==> src/rtl/serial_subtractor.sv <==
// serial_subtractor: bit-serial A - B over WIDTH cycles; define SERIAL_SUB_OVF_EN to add the Ovf output
module serial_subtractor #(
    parameter int WIDTH = 4
) (
    input  logic             clk,
    input  logic             rst_n,
    input  logic             start,
    input  logic [WIDTH-1:0] A,
    input  logic [WIDTH-1:0] B,
    output logic             busy,
    output logic             done,
    output logic [WIDTH-1:0] Diff,
`ifdef SERIAL_SUB_OVF_EN
    output logic             Bout,
    output logic             Ovf
`else
    output logic             Bout
`endif
);
    localparam int CW = $clog2(WIDTH) + 1;
    localparam logic [1:0] IDLE = 2'd0, RUN = 2'd1, DONE = 2'd2;
    logic [1:0] state;
    logic [WIDTH-1:0] a_sr, b_sr, res;
    logic [CW-1:0] cnt;
    logic c, nb, s, c_nx, last, accept;
    assign busy = state == RUN;
    assign done = state == DONE;
    // one full-adder cell computing a + ~b + carry, carry seeded with 1
    always_comb begin
        nb = ~b_sr[0];
        s = a_sr[0] ^ nb ^ c;
        c_nx = (a_sr[0] & nb) | (a_sr[0] & c) | (nb & c);
        last = cnt == CW'(WIDTH - 1);
        accept = start && state != RUN;
    end
    // control FSM, operand shifting and result capture on the final bit
    always_ff @(posedge clk or negedge rst_n) begin
        if (!rst_n) begin
            state <= IDLE;
            a_sr <= '0;
            b_sr <= '0;
            res <= '0;
            cnt <= '0;
            c <= 1'b0;
            Diff <= '0;
            Bout <= 1'b0;
`ifdef SERIAL_SUB_OVF_EN
            Ovf <= 1'b0;
`endif
        end else if (accept) begin
            state <= RUN;
            a_sr <= A;
            b_sr <= B;
            cnt <= '0;
            c <= 1'b1;
        end else if (state == RUN) begin
            a_sr <= a_sr >> 1;
            b_sr <= b_sr >> 1;
            res <= {s, res[WIDTH-1:1]};
            c <= c_nx;
            cnt <= cnt + 1'b1;
            if (last) begin
                state <= DONE;
                Diff <= {s, res[WIDTH-1:1]};
                Bout <= ~c_nx;
`ifdef SERIAL_SUB_OVF_EN
                Ovf <= c ^ c_nx;
`endif
            end
        end else begin
            state <= IDLE;
        end
    end
endmodule
==> config.mk <==
export PLATFORM = sky130hd
export DESIGN_NAME = serial_subtractor
export DESIGN_NICKNAME = d
export VERILOG_FILES = /design/src/rtl/serial_subtractor.sv
export SDC_FILE = /design/constraint.sdc
export NUM_CORES = 1
export LEC_CHECK = 0
export ABC_AREA = 1
export CAP_MARGIN = 20
export CORE_MARGIN = 2
export CORE_UTILIZATION = 50
export CTS_CLUSTER_DIAMETER = 100
export DETAILED_ROUTE_END_ITERATION = 7
export PLACE_DENSITY = 0.78
export SLEW_MARGIN = 20
export SYNTH_ARGS = -nofsm -noshare
export SYNTH_HDL_FRONTEND = slang
export SYNTH_SLANG_ARGS = --single-unit
==> constraint.sdc <==
create_clock -name clk -period 1.75 [get_ports clk]
set_input_delay 0.4375 -clock clk [delete_from_list [all_inputs] [get_ports clk]]
set_output_delay 0.4375 -clock clk [all_outputs]
set_load 0.1 [all_outputs]
==> out/qor.txt <==
CTS Root Cell: clkbuf_4
worst hold path class: input pin to asynchronous set/reset pin
combinational power share: 55.7%
per-cell routed wire length: 11.6 um
Critical Path AT: 1.15 ns
area of the mapped netlist: 0.00103 mm^2
initial core utilization: 52.6%
Setup CP Type: flop to output pin
Power Density: 1960 mW/mm^2
period utilization: 90.9%
fmax: 628 MHz
leading cell type in the layout, fill and taps excluded: nand2_1
Critical Path Fanout Max: 3
Post-CTS Hold Buffers: 0
die area: 0.00244 mm^2
Critical Path RT: 1.31 ns
crit path capture: busy
Avg Inst Size Synth: 9.38 um^2
RSZ-0062 raised after global routing: no
final wirelength: 1810 um
Vias: 781
synth-to-layout area growth: 26.9%
Seq cells post-synth: 22
R2R depth: 6
post-DR vias/cell: 4.97
number of port buffers: 17
clk_skew: 0.0115 ns
Pleak: 0.652 nW
share of cells above drive strength 1: 18.5%
Final HPWL DP: 1390 um
internal reg-to-reg setup slack: 0.49 ns
Layout fillers: 183
Die Height: 49.4 um
commonest cells after routing, fill and taps aside: 39 x nand2_1, 22 x dfrtp_1, 17 x nand3_1
H-tree levels: 1
DRT Pass-1 Iters: 4
area post-placement: 0.00127 mm^2
Int Power: 0.00134 W
PostCTS Resize Cnt: 0
Crit. End Element: output pin
GRT overflow: 0
Slew headroom: 81.3%
CTS tree: yes
ant diodes: 0
crit start category: flop
routability cong.: 0.788
unique cell type count in the Yosys netlist: 17
vias in the first global route: 759
largest net degree at the start of global routing: 23
Switch Pwr: 0.00123 W
switching portion of total power: 47.8%
Seq/Total Area, Yosys: 53.3%
worst slew pin tran: 0.280 ns
final instance area: 0.00131 mm^2
sequential share of power: 33.6%
total clock sinks: 22
fin. max-slew vios: 0
reg-to-reg startpoint: state[0]
IO Count: 18
Post-CTS Setup Inserts: 0
max-cap violations: 0
Final setup violation count: 0
status: complete, no violations
Residual DRC: 0
TritonCTS buffer count: 3
Layout Nets: 145
initial antenna violation count: 0
setup TNS: 0 ns
clk slew on worst S/H paths: 0.12 ns
minimum clock period: 1.59 ns
row count: 16
Detail Route Antenna Nets: 0
core area: 0.00196 mm^2
number of DRC markers in iteration 0: 20
Clock Power Share: 10.7%
global-route total usage across every layer: 17.6%
syn nets: 124
Worst VDD drop: 1.43 mV
DIE WIDTH: 49.4 um
final hold vios: 0
Mapped Cells: 110
CTS Buffer Depth: 2
worst-skew pair later-pin latency: 0.31 ns
first-pass GRT wire length: 3260 um
Ys Warns: 0
reg2reg end: Bout
critical path launch point: state[0]
==> synthesized netlist by cell type <==
cell | number | area (um^2)
nand2_1 | 39 | 146
dfrtp_1 | 22 | 551
nand3_1 | 17 | 85.1
inv_1 | 9 | 33.8
nand3_2 | 3 | 30.0
nor2_1 | 3 | 11.3
o21ai_0 | 3 | 15.0
buf_6 | 2 | 22.5
ha_1 | 2 | 25.0
inv_2 | 2 | 7.51
nor2_4 | 2 | 22.5
buf_12 | 1 | 20.0
buf_8 | 1 | 15.0
fa_1 | 1 | 20.0
nand2_4 | 1 | 11.3
nand3b_1 | 1 | 7.51
o21ai_2 | 1 | 8.76
==> worst min-delay path by stage <==
stage,to,cells after the start,start
floorplan,Bout,0,rst_n
global placement,Diff[0],2,res[1]
detailed placement,Diff[0],2,res[1]
CTS,Diff[3],2,rst_n
global route,c,2,rst_n
finish,c,2,rst_n
==> critical path, cell delays in order (launching register included) <==
cell     delay (ns)
dfrtp_1        0.45
inv_2          0.06
nor2_4         0.15
buf_12         0.19
==> layer usage <==
layer  share of wire [%]  wire length, um  up-vias  global-route usage [%]
li1                    -                -      388                       -
met1                  43              784      364                    22.2
met2                  50              915       27                    30.9
met3                 5.2               94        2                    3.99
met4                 1.0               19        0                    4.17
met5                   0                0        -                       0
==> cell families after synthesis <==
| family | share of synthesized area [%] |
|---|---|
| AND/OR/NAND/NOR | 30.4 |
| flip-flops | 53.3 |
| buffers and inverters | 9.58 |
| AO/OA/AOI/OAI | 2.30 |
| adder cells (fa/ha/maj) | 4.36 |
==> stage by stage <==
stage / hold slack (ns) / utilization (%) / cells / setup WS, ns / total power (W)
after floorplan: 0.142 / - / 110 / 0.0767 / 0.00194
after global routing: 0.478 / 66.8 / 157 / 0.114 / 0.00275
after detailed placement: 0.453 / 64.9 / 153 / 0.245 / 0.00232
after CTS: 0.463 / 66.8 / 157 / 0.146 / 0.00259
final: 0.465 / 66.8 / 157 / 0.158 / 0.00257
after global placement: 0.455 / 64.9 / 153 / 0.274 / 0.00226
==> layout make-up <==
class	count	area, um^2	share of cell area [%]
repair buffers	20	263	20.1
flip-flops and latches	22	551	42.0
well taps	27	33.8	2.58
multi-input cells	73	385	29.4
clock buffers	4	36.3	2.77
inverters	11	41.3	3.15
==> sequential cells by signal (all words and copies together) (netlist names) <==
register  cells
cnt           3
state         2
c             1
Bout          1
Diff          4
b_sr          4
a_sr          4
res           3
==> power by group through the flow <==
| stage | sequential (W) | combinational [W] | clock (W) |
|---|---|---|---|
| CTS | 0.000866 | 0.00144 | 0.000283 |
| global route | 0.000890 | 0.00156 | 0.000302 |
| floorplan | 0.00116 | 0.000782 | 0 |
| global placement | 0.000865 | 0.00140 | 0 |
| detailed placement | 0.000876 | 0.00144 | 0 |
| finish | 0.000865 | 0.00143 | 0.000275 |
Note: power is estimated with default switching activity, not from simulation.
